File: config.mk
export PLATFORM = sky130hd
export DESIGN_NAME = aipp_release_gate
export DESIGN_NICKNAME = d
export VERILOG_FILES = /design/src/rtl/aipp_pkg.sv /design/src/rtl/aipp_sync_fifo.sv /design/src/rtl/aipp_release_gate.sv
export SDC_FILE = /design/constraint.sdc
export NUM_CORES = 2
export LEC_CHECK = 0
export ABC_CLOCK_PERIOD_IN_PS = 5900
export BUFFER_PORTS_ARGS = -buffer_cell sky130_fd_sc_hd__buf_2
export CORE_MARGIN = 2
export CORE_UTILIZATION = 45
export DETAILED_ROUTE_END_ITERATION = 8
export PLACE_DENSITY_LB_ADDON = 0.3
export SLEW_MARGIN = 0
export SYNTH_ARGS = -nofsm -noshare
export SYNTH_HDL_FRONTEND = slang
export SYNTH_MEMORY_MAX_BITS = 65536
export SYNTH_SLANG_ARGS = --single-unit
File: constraint.sdc
create_clock -name clk -period 5.9 [get_ports clk]
set_input_delay 1.18 -clock clk [delete_from_list [all_inputs] [get_ports clk]]
set_output_delay 1.18 -clock clk [all_outputs]
set_load 0.005 [all_outputs]
File: src/rtl/aipp_pkg.sv
// Shared types and default sizing for the AIPP packet hold-and-release gate.
package aipp_pkg;

  localparam int AIPP_DATA_W = 64;
  localparam int AIPP_DEPTH  = 64;
  localparam int AIPP_HOLD_W = 32;

  typedef enum logic [1:0] {
    ST_IDLE,
    ST_ARMED,
    ST_DRAIN
  } gate_state_t;

  typedef struct packed {
    logic                   last;
    logic [AIPP_DATA_W-1:0] data;
  } fifo_entry_t;

endpackage

File: src/rtl/aipp_sync_fifo.sv
// Single-clock first-word-fall-through FIFO with occupancy count.
module aipp_sync_fifo
  import aipp_pkg::*;
#(
  parameter  int WIDTH = AIPP_DATA_W + 1,
  parameter  int DEPTH = AIPP_DEPTH,
  localparam int AW    = $clog2(DEPTH)
) (
  input  logic             clk,
  input  logic             rst_n,
  input  logic             wr_en,
  input  logic [WIDTH-1:0] wr_data,
  input  logic             rd_en,
  output logic [WIDTH-1:0] rd_data,
  output logic             full,
  output logic             empty,
  output logic [AW:0]      count
);

  logic [WIDTH-1:0] mem_q [DEPTH];
  logic [AW-1:0]    wr_ptr_q, wr_ptr_d;
  logic [AW-1:0]    rd_ptr_q, rd_ptr_d;
  logic [AW:0]      count_q, count_d;
  logic             push, pop;

  assign full  = (count_q == (AW+1)'(DEPTH));
  assign empty = (count_q == '0);
  assign count = count_q;
  assign push  = wr_en && !full;
  assign pop   = rd_en && !empty;

  // Head reads as zero when empty so the egress bus is clean out of reset.
  assign rd_data = empty ? '0 : mem_q[rd_ptr_q];

  always_comb begin
    wr_ptr_d = wr_ptr_q;
    rd_ptr_d = rd_ptr_q;
    count_d  = count_q;
    if (push) wr_ptr_d = wr_ptr_q + AW'(1);
    if (pop)  rd_ptr_d = rd_ptr_q + AW'(1);
    case ({push, pop})
      2'b10:   count_d = count_q + (AW+1)'(1);
      2'b01:   count_d = count_q - (AW+1)'(1);
      default: count_d = count_q;
    endcase
  end

  always_ff @(posedge clk) begin
    if (push) mem_q[wr_ptr_q] <= wr_data;
  end

  always_ff @(posedge clk or negedge rst_n) begin
    if (!rst_n) begin
      wr_ptr_q <= '0;
      rd_ptr_q <= '0;
      count_q  <= '0;
    end else begin
      wr_ptr_q <= wr_ptr_d;
      rd_ptr_q <= rd_ptr_d;
      count_q  <= count_d;
    end
  end

endmodule

File: src/rtl/aipp_release_gate.sv
// Holds each buffered packet until the trigger releases it, then streams it out
// and records how long it was held.
//   state    | meaning
//   ST_IDLE  | waiting for a packet head in the FIFO
//   ST_ARMED | packet announced, hold counter running, waiting for release edge
//   ST_DRAIN | streaming the held packet until its last word leaves
module aipp_release_gate
  import aipp_pkg::*;
#(
  parameter int DATA_W = AIPP_DATA_W,
  parameter int DEPTH  = AIPP_DEPTH,
  parameter int HOLD_W = AIPP_HOLD_W
) (
  input  logic              clk,
  input  logic              rst_n,
  input  logic              in_valid,
  output logic              in_ready,
  input  logic [DATA_W-1:0] in_data,
  input  logic              in_last,
  output logic              pkt_detect,
  input  logic              release_in,
  output logic              out_valid,
  input  logic              out_ready,
  output logic [DATA_W-1:0] out_data,
  output logic              out_last,
  output logic [HOLD_W-1:0] last_hold,
  output logic              err_spurious
);

  localparam int AW = $clog2(DEPTH);

  gate_state_t       state_q, state_d;
  logic [HOLD_W-1:0] hold_q, hold_d, hold_inc;
  logic [HOLD_W-1:0] last_hold_q, last_hold_d;
  logic              pkt_detect_q, pkt_detect_d;
  logic              err_q, err_d;
  logic              release_q;
  logic              rel_edge;
  logic              pop;

  logic [DATA_W:0]   fifo_rd_data;
  logic              fifo_full, fifo_empty;
  logic [AW:0]       fifo_count;

  aipp_sync_fifo #(
    .WIDTH (DATA_W + 1),
    .DEPTH (DEPTH)
  ) u_fifo (
    .clk     (clk),
    .rst_n   (rst_n),
    .wr_en   (in_valid && in_ready),
    .wr_data ({in_last, in_data}),
    .rd_en   (pop),
    .rd_data (fifo_rd_data),
    .full    (fifo_full),
    .empty   (fifo_empty),
    .count   (fifo_count)
  );

  assign in_ready               = !fifo_full;
  assign {out_last, out_data}   = fifo_rd_data;
  assign out_valid              = (state_q == ST_DRAIN) && !fifo_empty;
  assign pop                    = out_valid && out_ready;
  assign rel_edge               = release_in && !release_q;
  assign hold_inc               = (&hold_q) ? hold_q : hold_q + HOLD_W'(1);
  assign pkt_detect             = pkt_detect_q;
  assign last_hold              = last_hold_q;
  assign err_spurious           = err_q;

  always_comb begin
    state_d      = state_q;
    hold_d       = hold_q;
    last_hold_d  = last_hold_q;
    pkt_detect_d = 1'b0;
    err_d        = err_q;
    case (state_q)
      ST_IDLE: begin
        if (fifo_count != '0) begin
          state_d      = ST_ARMED;
          pkt_detect_d = 1'b1;
          hold_d       = '0;
        end
      end
      ST_ARMED: begin
        hold_d = hold_inc;
        // Latched value includes the cycle in which the edge is sampled.
        if (rel_edge) begin
          state_d     = ST_DRAIN;
          last_hold_d = hold_inc;
        end
      end
      ST_DRAIN: begin
        if (pop && out_last) state_d = ST_IDLE;
      end
      default: state_d = ST_IDLE;
    endcase
    if (rel_edge && (state_q != ST_ARMED)) err_d = 1'b1;
  end

  always_ff @(posedge clk or negedge rst_n) begin
    if (!rst_n) begin
      state_q      <= ST_IDLE;
      hold_q       <= '0;
      last_hold_q  <= '0;
      pkt_detect_q <= 1'b0;
      err_q        <= 1'b0;
      release_q    <= 1'b0;
    end else begin
      state_q      <= state_d;
      hold_q       <= hold_d;
      last_hold_q  <= last_hold_d;
      pkt_detect_q <= pkt_detect_d;
      err_q        <= err_d;
      release_q    <= release_in;
    end
  end

endmodule

## Word-level counts from Yosys, hierarchy flattened

Memory sizes are Yosys's and may differ from the RTL's.
Cells that the tools add are included.

| word-level totals | value |
|---|---|
| register bits after elaboration | 88 |
| logic and storage cells | 57 |
| bits in writable memories | 4,160 |
| memories | 1 |

| operators by class | value |
|---|---|
| reductions and logical operators | 20 |
| mux-type cells | 13 |
| add/sub/neg operators | 5 |
| equal/unequal tests | 9 |

Memories:

| memory | depth | width | read ports | clocked after Yosys merged registers in | write ports | line | text |
|---|---|---|---|---|---|---|---|
| u_fifo.mem_q | 64 | 65 | 1 | 0 | 1 | aipp_sync_fifo.sv:20 | `logic [WIDTH-1:0] mem_q [DEPTH];` |

Operators by type and width:

| kind | number |
|---|---|
| $mux 65 | 1 |
| $mux 32 | 2 |
| $pmux 32 s2 | 1 |
| $add 32x1->32 const B | 1 |
| $reduce_and 32->1 | 1 |
| $pmux 7 s2 | 1 |
| $add 6x1->6 const B | 2 |
| $logic_and 1x1->1 | 8 |
| $add 7x1->7 const B | 1 |
| $eq 7x7->1 const B | 1 |
| $logic_not 7->1 | 1 |
| $reduce_bool 7->1 | 1 |
| $sub 7x1->7 const B | 1 |
| $mux 2 | 3 |
| $pmux 2 s3 | 1 |
| $eq 2x1->1 const B | 2 |
| $eq 2x2->1 const B | 2 |
| $mux 1 | 4 |
| $ne 2x1->1 const B | 2 |
| $ne 2x2->1 const B | 2 |
| $reduce_and 2->1 | 2 |
| $reduce_bool 2->1 | 2 |
| $logic_not 1->1 | 3 |
| $reduce_and 3->1 | 1 |
| $logic_not 2->1 | 1 |

## Logic depth before layout (Yosys ltp)

| logic depth | value |
|---|---|
| depth after elaboration | 7 |
| depth in mapped cells | 16 |

## By module

Synthesis repeated with hierarchy kept, for this count alone.

| second synthesis, totals | value |
|---|---|
| cells, all modules | 7,511 |
| area, all modules | 163,440.5 um2 |

Modules (own cells, without submodules):

| module | seq. area each (um2) | area an instance (um2) | cells each | instances |
|---|---|---|---|---|
| aipp_sync_fifo | 125,395.3 | 159,641.9 | 7,090 | 1 |
| aipp_release_gate | 1,726.7 | 3,798.6 | 421 | 1 |

## Worst setup path after synthesis

Ideal clock, no wire load.

| path | value |
|---|---|
| path kind | input to register |
| start | input in_valid |
| end | memory u_fifo.mem_q[59][0] (netlist bit), enable pin |
| required time | 5,411 ps |
| setup slack | 818 ps |
| stages on the path | 5 |
| arrival time | 4,593 ps |
| library setup time | 489 ps |
| cells stage by stage | and2_1 inv_1 nor2_1 nand3_1 nor2_1 |

| between the ends | value |
|---|---|
| word-level cells in the longest chain between the ends | 4 |

Ends and longest elaborated chain:

| element | line | text |
|---|---|---|
| start: declaration | aipp_release_gate.sv:16 | `input logic in_valid,` |
| $logic_and 1x1->1 | aipp_release_gate.sv:51 | `.wr_en (in_valid && in_ready),` |
| $logic_and 1x1->1 | aipp_sync_fifo.sv:29 | `assign push = wr_en && !full;` |
| $mux 1 | aipp_sync_fifo.sv:49 | `if (push) mem_q[wr_ptr_q] <= wr_data;` |
| $mux 1 (implied by the code) | aipp_sync_fifo.sv:49 |  |
| end: declaration | aipp_sync_fifo.sv:20 |  |

No other way between the ends.

## Worst setup path in the final report

| path | value |
|---|---|
| start | register u_fifo.rd_ptr_q[0] |
| end | output out_data[33] |

| between the ends | value |
|---|---|
| word-level cells in the longest chain between the ends | 2 |

Ends and longest elaborated chain:

| element | line | text |
|---|---|---|
| start: declaration | aipp_sync_fifo.sv:22 | `logic [AW-1:0] rd_ptr_q, rd_ptr_d;` |
| start signal: assignment | aipp_sync_fifo.sv:59 | `rd_ptr_q <= rd_ptr_d;` |
| $mem_v2 64x65 | -- |  |
| $mux 65 | aipp_sync_fifo.sv:33 | `assign rd_data = empty ? '0 : mem_q[rd_ptr_q];` |
| end: declaration | aipp_release_gate.sv:24 | `output logic [DATA_W-1:0] out_data,` |

No other way between the ends.

==> impl_metrics.prom <==
# TYPE chip_impl_metric gauge
chip_impl_info{name="run_status",value="completed"} 1
chip_impl_metric{name="cts-htree-levels",unit=""} 5
chip_impl_metric{name="yosysTopAreaCellShare",unit=""} 0.770
chip_impl_metric{name="area_of_the_core",unit="mm^2"} 0.359
chip_impl_metric{name="setup_total_negative_slack",unit="ns"} 0
chip_impl_info{name="min_path_type",value="in2async"} 1
chip_impl_info{name="post-synth-top-count-cell",value="sky130_fd_sc_hd__edfxtp_1"} 1
chip_impl_metric{name="syn_nets",unit=""} 6656
chip_impl_info{name="synthTopCellsByArea",value="sky130_fd_sc_hd__edfxtp_1 77%, sky130_fd_sc_hd__mux4_2 18%, sky130_fd_sc_hd__dfrtp_1 1.4%"} 1
chip_impl_metric{name="worst_slack",unit="ns"} 0.211
chip_impl_metric{name="hold_buffers",unit=""} 0
chip_impl_metric{name="clock.fmax",unit="GHz"} 0.176
chip_impl_metric{name="post_synth_inst_count",unit=""} 6580
chip_impl_info{name="top_layer",value="met5"} 1
chip_impl_info{name="synth.largest_area_cell",value="sky130_fd_sc_hd__edfxtp_1"} 1
chip_impl_metric{name="detail-route-antenna-nets",unit=""} 0
chip_impl_metric{name="io_pins",unit=""} 171
chip_impl_info{name="startpoint_class",value="register"} 1
chip_impl_info{name="crit_slowest_cell",value="sky130_fd_sc_hd__dfrtp_4"} 1
chip_impl_metric{name="syn_to_final_growth",unit="%"} 13.9
chip_impl_metric{name="remaining_drc_errors",unit=""} 0
chip_impl_metric{name="post-route-util",unit=""} 0.515
chip_impl_metric{name="setup_viol",unit=""} 0
chip_impl_metric{name="timing.critical_path.required",unit="ns"} 4.72
chip_impl_metric{name="dr.first_iter.drc_count",unit=""} 11100
chip_impl_metric{name="clock_skew",unit="ns"} 0.0874
chip_impl_metric{name="worstPathBufferInverterCount",unit=""} 4
chip_impl_metric{name="routedLengthMet1",unit="mm"} 173
chip_impl_info{name="root_buffer",value="sky130_fd_sc_hd__clkbuf_16"} 1
chip_impl_metric{name="instances_no_fill",unit=""} 12200
chip_impl_info{name="critical_path.endpoint_type",value="output pin"} 1
chip_impl_metric{name="num_rows",unit=""} 220
chip_impl_metric{name="finalNetCount",unit=""} 7179
chip_impl_metric{name="cts_sinks",unit=""} 4248
chip_impl_metric{name="mean_instance_size_in_the_synthesized_netlist",unit="um^2"} 24.7
chip_impl_metric{name="clock_path_buffers",unit=""} 4
chip_impl_metric{name="reg2regPathDepth",unit=""} 8
chip_impl_metric{name="worst_slew_margin_rel",unit=""} 0.129
chip_impl_info{name="largest_delay_share_family_worst_path",value="multiplexers"} 1
chip_impl_metric{name="period_utilisation_layout",unit=""} 0.964
chip_impl_metric{name="floorplan_die_height",unit="um"} 605
chip_impl_metric{name="cap_viol_max_count",unit=""} 0
chip_impl_metric{name="firstDrtPassIters",unit=""} 5
chip_impl_metric{name="wl",unit="mm"} 446
chip_impl_info{name="r2r-start",value="u_fifo.count[1]"} 1
chip_impl_metric{name="post_cts_resized",unit=""} 0
chip_impl_info{name="flip_flop_cell_with_the_highest_count_after_synthesis",value="sky130_fd_sc_hd__edfxtp_1"} 1
chip_impl_info{name="grt_setup_unrepaired",value="false"} 1
chip_impl_metric{name="placement.setup.worst_slack",unit="ns"} 1.23
chip_impl_info{name="path_cells",value="buf_12 -> buf_12 -> buf_4 -> mux4_2 -> mux4_2 -> mux2i_1 -> o22ai_1 -> buf_2"} 1
chip_impl_metric{name="grt_overflow",unit=""} 0
chip_impl_metric{name="post_cts.repair.setup_buffers",unit=""} 0
chip_impl_metric{name="worst-r2r-setup-slack",unit="ns"} 1.67
chip_impl_info{name="crit_start",value="u_fifo.rd_ptr_q[0]"} 1
chip_impl_info{name="synthTopCellsByCount",value="4160 x sky130_fd_sc_hd__edfxtp_1, 1292 x sky130_fd_sc_hd__mux4_2, 186 x sky130_fd_sc_hd__clkbuf_1, 143 x sky130_fd_sc_hd__mux2i_1, 124 x sky130_fd_sc_hd__buf_2"} 1
chip_impl_metric{name="critical_path_cell_count",unit=""} 8
chip_impl_metric{name="detail_route.vias_per_cell",unit=""} 6.39
chip_impl_metric{name="num_vias",unit=""} 78100
chip_impl_metric{name="avgRoutedWirePerCell",unit="um"} 36.4
chip_impl_info{name="cp-endpoint",value="out_data[33]"} 1
chip_impl_metric{name="via_count_of_the_first_global_routing_pass",unit=""} 76900
chip_impl_metric{name="initial_utilization",unit=""} 0.452
chip_impl_metric{name="grt_start_max_net_pins",unit=""} 94
chip_impl_metric{name="yosys.cell_types.count",unit=""} 62
chip_impl_metric{name="synth_edf_count",unit=""} 4160
chip_impl_metric{name="ys_ff_latch",unit=""} 4248
chip_impl_metric{name="synth-seq-area-share",unit=""} 0.783
chip_impl_metric{name="grt_util_all_layers",unit=""} 0.241
chip_impl_metric{name="dp.final_hpwl",unit="mm"} 220
chip_impl_metric{name="gp_congestion",unit=""} 0.754
chip_impl_metric{name="number_of_buffers_created_by_cts",unit=""} 420
chip_impl_metric{name="synth_warnings",unit=""} 0
chip_impl_metric{name="synthArstFlopShare",unit=""} 0.0207
chip_impl_metric{name="post_route_hold_slack",unit="ns"} 0.296
chip_impl_info{name="cts_tree",value="done"} 1
chip_impl_metric{name="slew_violations",unit=""} 0
chip_impl_metric{name="synth.cell_area",unit="mm^2"} 0.162
chip_impl_metric{name="drive_above_1_share",unit=""} 0.323
chip_impl_metric{name="power_per_cell_area",unit="mW/mm^2"} 430
chip_impl_metric{name="cp_data_arrival_time",unit="ns"} 4.51
chip_impl_metric{name="io_buffers",unit=""} 170
chip_impl_metric{name="worst_pin_slew",unit="ns"} 1.31
chip_impl_metric{name="period_minus_slack",unit="ns"} 5.69
chip_impl_metric{name="met2_wirelength",unit="mm"} 220
chip_impl_info{name="rr_endpoint",value="u_fifo.mem_q[51][48]"} 1
chip_impl_metric{name="grt_pass1_wl",unit="mm"} 614
chip_impl_metric{name="clkSlewWorstSetupHoldPaths",unit="ns"} 0.06
chip_impl_metric{name="die_span_in_x",unit="um"} 605
chip_impl_metric{name="die_ar",unit="mm^2"} 0.366
chip_impl_metric{name="place_inst",unit=""} 11500
chip_impl_metric{name="worst_ir_drop_vdd",unit="mV"} 0.383
chip_impl_metric{name="fillCellCount",unit=""} 27300
chip_impl_metric{name="critical_path.max_stage_delay",unit="ns"} 0.76
chip_impl_metric{name="final_hold_vios",unit=""} 0
chip_impl_metric{name="maximum_fanout_encountered_on_the_critical_timing_path",unit=""} 23
chip_impl_metric{name="met3RoutedLength",unit="mm"} 39.2
chip_impl_metric{name="power_leakage",unit="nW"} 57.2
chip_impl_metric{name="clk-insertion-delay-late",unit="ns"} 1.00
chip_impl_info{name="path_class",value="reg2out"} 1
chip_impl_metric{name="grt_antenna_before_repair",unit=""} 33
## layout by cell type (no fill, tap or decap), types with 24 or more instances in the layout
| cell type | n |
|---|---|
| sky130_fd_sc_hd__a31oi_1 | 24 |
| sky130_fd_sc_hd__buf_12 | 115 |
| sky130_fd_sc_hd__buf_2 | 169 |
| sky130_fd_sc_hd__buf_4 | 181 |
| sky130_fd_sc_hd__bufinv_16 | 27 |
| sky130_fd_sc_hd__clkbuf_1 | 93 |
| sky130_fd_sc_hd__clkbuf_16 | 425 |
| sky130_fd_sc_hd__clkinv_1 | 110 |
| sky130_fd_sc_hd__clkinv_2 | 72 |
| sky130_fd_sc_hd__dfrtp_1 | 84 |
| sky130_fd_sc_hd__edfxtp_1 | 4160 |
| sky130_fd_sc_hd__mux2i_1 | 143 |
| sky130_fd_sc_hd__mux4_2 | 1292 |
| sky130_fd_sc_hd__nand2_1 | 80 |
| sky130_fd_sc_hd__nor2_1 | 26 |
| sky130_fd_sc_hd__nor2_4 | 64 |
| sky130_fd_sc_hd__o21ai_0 | 67 |
| sky130_fd_sc_hd__o22ai_1 | 65 |
| sky130_fd_sc_hd__xnor2_1 | 24 |
## per-stage QoR
step / area, um^2 / total power [mW]
after floorplan: 162000 / 48.2
after global placement: 172000 / 54.3
after detailed placement: 172000 / 54.5
after CTS: 185000 / 80.0
after global routing: 185000 / 82.0
final: 185000 / 79.4
## layer usage
metal / vias to the layer above / global-route usage
met3: 788 / 0.0400
met2: 4296 / 0.399
li1: 29700 / -
met5: - / 0
met1: 43300 / 0.335
met4: 26 / 0.0676
## worst min path at each step
| stage | start | endpoint | slack (ns) |
|---|---|---|---|
| 6_report | rst_n | last_hold[6] | 0.30 |
| 5_1_grt | rst_n | hold_q[2] | 0.33 |
| 4_1_cts | rst_n | hold_q[7] | 0.25 |
| 3_5_place_dp | last_hold[8] | last_hold[8] | 0.47 |
| 3_3_place_gp | err_spurious | err_spurious | 0.43 |
| 2_1_floorplan | err_spurious | err_spurious | 0.45 |
## state kept, by name (all words and copies together) (netlist names)
register,count
u_fifo.rd_ptr_q,6
pkt_detect,1
u_fifo.count,7
u_fifo.wr_ptr_q,6
u_fifo.mem_q,4160
release_q,1
state_q,2
last_hold,32
err_spurious,1
hold_q,32
## report_power, final
part	switching, mW	internal [mW]
Combinational	9.55	9.48
Sequential	0.451	34.2
Clock	11.3	14.4
## cells by family (layout without fill, tap and decap cells)
| family | count (synthesis) | after routing | share of synthesized area |
|---|---|---|---|
| flip-flops | 4248 | 4248 | 0.783 |
| multiplexers | 1439 | 1439 | 0.188 |
| buffers and inverters | 371 | 1241 | 0.00982 |
| AND/OR/NAND/NOR | 259 | 259 | 0.00756 |
| AO/OA/AOI/OAI | 211 | 211 | 0.00809 |
| XOR/XNOR | 46 | 46 | 0.00248 |
| adder cells (fa/ha/maj) | 6 | 6 | 0.000463 |
| other | 0 | 7 | 0 |
## worst reg2reg max path, cell delays in order (launching register included)
cell	delay, ns
sky130_fd_sc_hd__dfrtp_1	0.54
sky130_fd_sc_hd__nor3_1	0.11
sky130_fd_sc_hd__nand4b_1	0.56
sky130_fd_sc_hd__and2_1	0.29
sky130_fd_sc_hd__inv_1	0.07
sky130_fd_sc_hd__nor2_1	0.25
sky130_fd_sc_hd__nand3_1	0.76
sky130_fd_sc_hd__nor2_4	0.39
sky130_fd_sc_hd__buf_4	0.82
## final cells by class
type | instances | area [um^2] | area share
multi-input cells | 1961 | 34100 | 0.184
clock buffers | 521 | 11000 | 0.0596
repair buffers | 465 | 4510 | 0.0244
inverters | 7 | 33.8 | 0.000183
clock inverters | 248 | 2120 | 0.0114
well taps | 4773 | 5970 | 0.0323
diodes | 7 | 17.5 | 0.0000947
flip-flops and latches | 4248 | 127000 | 0.688
No activity file was read; power rests on OpenSTA's default activity.
